`config.mk`:
```
export PLATFORM = sky130hd
export DESIGN_NAME = pipelined_addsub
export DESIGN_NICKNAME = d
export VERILOG_FILES = /design/src/rtl/addsub_pkg.sv /design/src/rtl/addsub_stage.sv /design/src/rtl/pipelined_addsub.sv
export SDC_FILE = /design/constraint.sdc
export NUM_CORES = 1
export LEC_CHECK = 0
export ABC_AREA = 1
export BUFFER_PORTS_ARGS = -buffer_cell sky130_fd_sc_hd__buf_4
export CORE_ASPECT_RATIO = 1.2
export CORE_MARGIN = 2
export CORE_UTILIZATION = 50
export DETAILED_ROUTE_END_ITERATION = 12
export PLACE_DENSITY_LB_ADDON = 0.25
export SLEW_MARGIN = 40
export SYNTH_ARGS = -nofsm -noshare
export SYNTH_HDL_FRONTEND = slang
export SYNTH_SLANG_ARGS = --single-unit
```
`constraint.sdc`:
```
create_clock -name clk -period 3.35 [get_ports clk]
set_clock_uncertainty 0.15 [all_clocks]
set_input_delay 0.5025 -clock clk [delete_from_list [all_inputs] [get_ports clk]]
set_output_delay 0.5025 -clock clk [all_outputs]
set_load 0.03 [all_outputs]
```
`src/rtl/addsub_pkg.sv`:
```
// Shared constants and elaboration helpers for the pipelined adder/subtractor.
// The b-field helpers size and place the not-yet-consumed B chunks that each stage forwards.
package addsub_pkg;

   localparam logic MODE_ADD = 1'b0;
   localparam logic MODE_SUB = 1'b1;

   function automatic int calc_cw(input int width, input int stages);
      return (stages > 0) ? width / stages : width;
   endfunction

   function automatic bit params_ok(input int width, input int stages);
      return (width >= 2) && (stages >= 1) && (stages <= width) && ((width % stages) == 0);
   endfunction

   // Stage k (k >= 1) holds B chunks k..stages-1; the fields are packed back to back.
   function automatic int b_field_off(input int stages, input int cw, input int k);
      int off;
      off = 0;
      for (int j = 1; j < k; j++) begin
         off += (stages - j) * cw;
      end
      return off;
   endfunction

endpackage

```
`src/rtl/addsub_stage.sv`:
```
// One registered chunk of the carry chain: sums its chunk operands plus the incoming
// carry and holds everything, valid included, while adv is low.
module addsub_stage
#(
   parameter int CW = 2
)
(
   input  logic          clk,
   input  logic          rst_n,
   input  logic          adv,
   input  logic          valid_i,
   input  logic [CW-1:0] a_i,
   input  logic [CW-1:0] b_i,
   input  logic          c_i,
   output logic          valid_o,
   output logic [CW-1:0] sum_o,
   output logic          c_o,
   output logic          c_msb_o
);

   logic [CW:0]   total;
   logic          valid_d, valid_q;
   logic [CW-1:0] sum_d, sum_q;
   logic          c_d, c_q;
   logic          c_msb_d, c_msb_q;

   always_comb begin
      total   = {1'b0, a_i} + {1'b0, b_i} + {{CW{1'b0}}, c_i};
      valid_d = valid_q;
      sum_d   = sum_q;
      c_d     = c_q;
      c_msb_d = c_msb_q;
      if (adv) begin
         valid_d = valid_i;
         sum_d   = total[CW-1:0];
         c_d     = total[CW];
         // carry into the chunk MSB, recovered from the MSB sum bit
         c_msb_d = a_i[CW-1] ^ b_i[CW-1] ^ total[CW-1];
      end
   end

   always_ff @(posedge clk or negedge rst_n) begin
      if (!rst_n) begin
         valid_q <= 1'b0;
         sum_q   <= '0;
         c_q     <= 1'b0;
         c_msb_q <= 1'b0;
      end else begin
         valid_q <= valid_d;
         sum_q   <= sum_d;
         c_q     <= c_d;
         c_msb_q <= c_msb_d;
      end
   end

   assign valid_o = valid_q;
   assign sum_o   = sum_q;
   assign c_o     = c_q;
   assign c_msb_o = c_msb_q;

endmodule

```
`src/rtl/pipelined_addsub.sv`:
```
// Pipelined WIDTH-bit adder/subtractor, STAGES registered carry chunks, valid/ready flow
// with a single global advance. Outputs come straight from the last stage registers.
module pipelined_addsub
   import addsub_pkg::*;
#(
   parameter int WIDTH  = 8,
   parameter int STAGES = 4
)
(
   input  logic             clk,
   input  logic             rst_n,
   input  logic             in_valid,
   output logic             in_ready,
   input  logic [WIDTH-1:0] a,
   input  logic [WIDTH-1:0] b,
   input  logic             cin,
   input  logic             sub,
   output logic             out_valid,
   input  logic             out_ready,
   output logic [WIDTH-1:0] result,
   output logic             cout,
   output logic             ovf
);

   localparam int CW = calc_cw(WIDTH, STAGES);
   localparam int RW = (STAGES > 1) ? WIDTH - CW : 1;
   localparam int BW = (STAGES > 1) ? b_field_off(STAGES, CW, STAGES) : 1;

   if (!params_ok(WIDTH, STAGES)) begin : g_bad_params
      $error("pipelined_addsub: illegal WIDTH/STAGES combination");
   end

   logic                         adv;
   logic [WIDTH-1:0]             b_eff;
   logic [STAGES:0]              valid;
   logic [STAGES:0]              carry;
   logic [STAGES-1:0]            c_msb;
   logic [STAGES:0][WIDTH-1:0]   a_field;
   logic [STAGES-1:0][CW-1:0]    b_chunk;
   logic [STAGES-1:0][CW-1:0]    sum;
   logic [STAGES-1:0][RW-1:0]    rest_nxt, rest_d, rest_q;
   logic [BW-1:0]                b_rem_nxt, b_rem_d, b_rem_q;

   assign adv        = !valid[STAGES] || out_ready;
   assign b_eff      = (sub == MODE_SUB) ? ~b : b;
   assign carry[0]   = cin ^ sub;
   assign valid[0]   = in_valid;
   assign a_field[0] = a;

   // a_field[k] = {sums of stages k-1..0, A chunks still to be consumed}; the low chunk feeds stage k
   for (genvar k = 0; k < STAGES; k++) begin : g_stage
      if (k == 0) begin : g_b_first
         assign b_chunk[k] = b_eff[CW-1:0];
      end else begin : g_b_rest
         assign b_chunk[k] = b_rem_q[b_field_off(STAGES, CW, k) +: CW];
      end

      if (k == 1) begin : g_b_load
         assign b_rem_nxt[0 +: (STAGES-1)*CW] = b_eff[WIDTH-1:CW];
      end else if (k > 1) begin : g_b_shift
         assign b_rem_nxt[b_field_off(STAGES, CW, k) +: (STAGES-k)*CW] =
            b_rem_q[b_field_off(STAGES, CW, k-1) + CW +: (STAGES-k)*CW];
      end

      if (STAGES > 1) begin : g_field
         assign rest_nxt[k]  = a_field[k][WIDTH-1:CW];
         assign a_field[k+1] = {sum[k], rest_q[k]};
      end else begin : g_field_single
         assign a_field[k+1] = sum[k];
      end

      addsub_stage #(.CW(CW)) u_stage (
         .clk     (clk),
         .rst_n   (rst_n),
         .adv     (adv),
         .valid_i (valid[k]),
         .a_i     (a_field[k][CW-1:0]),
         .b_i     (b_chunk[k]),
         .c_i     (carry[k]),
         .valid_o (valid[k+1]),
         .sum_o   (sum[k]),
         .c_o     (carry[k+1]),
         .c_msb_o (c_msb[k])
      );
   end

   if (STAGES == 1) begin : g_no_fields
      assign rest_nxt  = '0;
      assign b_rem_nxt = '0;
   end

   always_comb begin
      rest_d  = rest_q;
      b_rem_d = b_rem_q;
      if (adv) begin
         rest_d  = rest_nxt;
         b_rem_d = b_rem_nxt;
      end
   end

   always_ff @(posedge clk or negedge rst_n) begin
      if (!rst_n) begin
         rest_q  <= '0;
         b_rem_q <= '0;
      end else begin
         rest_q  <= rest_d;
         b_rem_q <= b_rem_d;
      end
   end

   assign in_ready  = adv;
   assign out_valid = valid[STAGES];
   assign result    = a_field[STAGES];
   assign cout      = carry[STAGES];
   assign ovf       = c_msb[STAGES-1] ^ carry[STAGES];

endmodule

```
==> run_results.csv <==
group,metric,value,unit
placement,place_area,0.00258,sq mm
detailed_routing,drc,0,
cts,cts-resized-gates,0,
placement,gp_congestion,0.731,
cts,cts_tree,"done",
detailed_routing,met3_length,149,um
detailed_routing,vias,1595,
sta,rsz0062_at_grt,"no",
final_layout,drive_gt1_share,15.8,%
detailed_routing,wl_met1,1610,um
cts,cts_buffers,5,
synthesis,synth-seq-area-share,55.7,%
synthesis,synth_top_cells_by_area,"dfrtp_1, nand2_1, fa_1",
worst_setup_path,worstSetupEndpointType,"flop",
final_layout,antenna_cells,0,
synthesis,syn_inst,262,
global_route,grt_max_degree,56,
power_and_ir_drop,switching_share,38.1,%
final_layout,fin_area,0.00268,sq mm
synthesis,synth.avg_cell_area,9.09,sq um
sta,clock.fmax,555,MHz
detailed_routing,dr_wl_met2,1740,um
synthesis,synth_top_area_cell,"dfrtp_1",
worst_setup_path,critPathKind,"flop to flop",
detailed_routing,top_layer_used,"met4",
detailed_routing,drtIter0Drc,85,
floorplanning,initial_core_util,51.9,%
detailed_routing,detail_route.wl_per_cell,10.4,um
final_layout,syn2layout_area_growth,12.5,%
floorplanning,die_height,79.6,um
flow_run,drv_cap,0,
hold_path,hold_class,"primary input to asynchronous set/reset pin",
detailed_routing,via_per_inst,4.65,
synthesis,syn-num-nets,293,
placement,post-place-cells,335,
placement,port-buffer-count,33,
cts,clkSlewWorstSetupHoldPaths,90,ps
detailed_routing,totalWireLength,3550,um
floorplanning,chipWidth,67.0,um
synthesis,yosys_warnings,0,
power_and_ir_drop,pwr-share-comb,38.9,%
global_route,first_global_vias,1541,
global_route,grt_usage,16.1,%
detailed_routing,first_pass_iters,6,
floorplanning,core,0.00459,sq mm
final_layout,fin_cells,343,
floorplanning,ioPinCount,34,
sta,min_period,1800,ps
sta,fin_tns_setup,0,ps
sta,setup_slack,1550,ps
floorplanning,fp-row-count,27,
power_and_ir_drop,p_leak,1.42,nW
synthesis,synth_cell_types,16,
placement,post-place-ws,1290,ps
cts,hold_buffers,0,
cts,cts_setup_buffers,0,
sta,slew_headroom,56.7,%
worst_setup_path,critPathArrivalTime,1900,ps
cts,clock-sinks,53,
worst_setup_path,path_max_fanout,3,
cts,h-tree-depth,2,
power_and_ir_drop,power_density,874,mW/mm^2
power_and_ir_drop,p_seq_share,44.6,%
cts,cts_root_buffer,"clkbuf_8",
synthesis,syn_area,0.00238,sq mm
detailed_routing,ant_nets,0,
placement,dpl.hpwl,2340,um
final_layout,fillers,452,
final_layout,fin_util,58.3,%
power_and_ir_drop,p_int,1.45,mW
outcome,outcome,"complete, no violations",
power_and_ir_drop,switching_power,892,uW
final_layout,ff_latch_area,0.00133,sq mm
power_and_ir_drop,vdd_drop_max,0.000395,V
sta,worstMarginPinSlew,649,ps
synthesis,synth_top_area_share,55.7,%
global_route,antenna_found_initial,0,
worst_setup_path,required,3450,ps
sta,hold_viol,0,
cts,clk_latency,300,ps
floorplanning,die-area,0.00534,sq mm
synthesis,ys_ff_latch,53,
global_route,overflow,0,
final_layout,fin_nets,315,
cts,cts_buffer_depth,2,
final_layout,multi_input_area,793,sq um
global_route,grt_pass1_wl,6520,um
sta,fin_crit_sh,53.8,%
sta,finalSetupViolCount,0,
sta,drv_slew,0,
worst_setup_path,critPathLaunchType,"flop",
power_and_ir_drop,p_clk_share,16.4,%
## power groups by stage
stage / Sequential, mW / Combinational, mW / Clock, mW
after floorplan: 1.05 / 0.740 / 0
after global placement: 1.05 / 0.902 / 0
after detailed placement: 1.06 / 0.926 / 0
after CTS: 1.05 / 0.931 / 0.396
after global routing: 1.09 / 1.06 / 0.420
final: 1.05 / 0.911 / 0.385
## flip-flops by register name, indices dropped and copies added (netlist names)
| name | flops |
|---|---|
| g_stage.u_stage.c_msb_o | 1 |
| g_stage.u_stage.sum_o | 8 |
| g_stage.u_stage.c_o | 4 |
| g_stage.u_stage.valid_o | 4 |
| b_rem_q | 12 |
| a_field | 18 |
| result | 6 |
## Yosys cell counts
master / count
dfrtp_1: 53
nand2_1: 105
nor2_2: 1
ha_1: 1
o21ai_1: 6
buf_4: 11
xnor2_1: 2
fa_1: 8
clkbuf_1: 1
xor2_1: 2
o21ai_0: 24
buf_2: 6
nand3_1: 7
inv_1: 32
buf_6: 2
inv_2: 1
## layer usage
metal | vias to the layer above | track usage, %
met4 | 0 | 5.51
met1 | 735 | 18.9
li1 | 822 | -
met3 | 4 | 4.51
met2 | 34 | 28.0
met5 | - | 0
## worst paths after layout
check	start	end	slack (ps)	depth (start not counted)
min in group clk	a[4]	a_field[10]	240	3
worst max register to register	a_field[24]	g_stage[3].u_stage.c_msb_o	1550	7
worst max-delay path	a_field[24]	g_stage[3].u_stage.c_msb_o	1550	7
worst min-delay path	rst_n	a_field[9]	80	1
max in group asynchronous	rst_n	g_stage[2].u_stage.sum_o[1]	2540	1
worst min register to register	g_stage[2].u_stage.valid_o	g_stage[3].u_stage.valid_o	310	2
## per-stage QoR
step           hold slack, ps  power [mW]
6_report                 77.8        2.34
5_1_grt                   117        2.57
4_1_cts                  94.1        2.38
3_5_place_dp              295        1.99
3_3_place_gp              281        1.96
2_1_floorplan            56.9        1.80
## cell type report
cell class | count | area share (%)
Clock buffer | 7 | 3.59
Clock inverter | 1 | 0.187
Inverter | 33 | 4.62
Multi-Input combinational cell | 156 | 29.6
Sequential cell | 53 | 49.5
Tap cell | 58 | 2.71
Timing Repair Buffer | 35 | 9.80
## worst max-delay path, cell delays in order (launching register included)
cell,delay (ps)
dfrtp_1,330
inv_1,60
fa_1,440
fa_1,530
inv_1,50
nand2_1,50
nand3_1,70
nand2_1,80
## cells in the final DEF, fill, tap and decap left out, types with 2 or more instances in the layout
cell	synthesis	final
nand2_1	105	105
dfrtp_1	53	53
buf_4	11	35
inv_1	32	32
o21ai_0	24	24
fa_1	8	8
nand3_1	7	7
clkbuf_8	0	7
o21ai_1	6	6
xnor2_1	2	2
xor2_1	2	2
## cell families after synthesis
logic type | after synthesis | share of synthesized area, %
AND/OR/NAND/NOR | 113 | 18.3
buffers and inverters | 53 | 11.0
AO/OA/AOI/OAI | 30 | 6.30
adder cells (fa/ha/maj) | 9 | 7.25
XOR/XNOR | 4 | 1.47
flip-flops | 53 | 55.7
No activity file was read; power rests on OpenSTA's default activity.
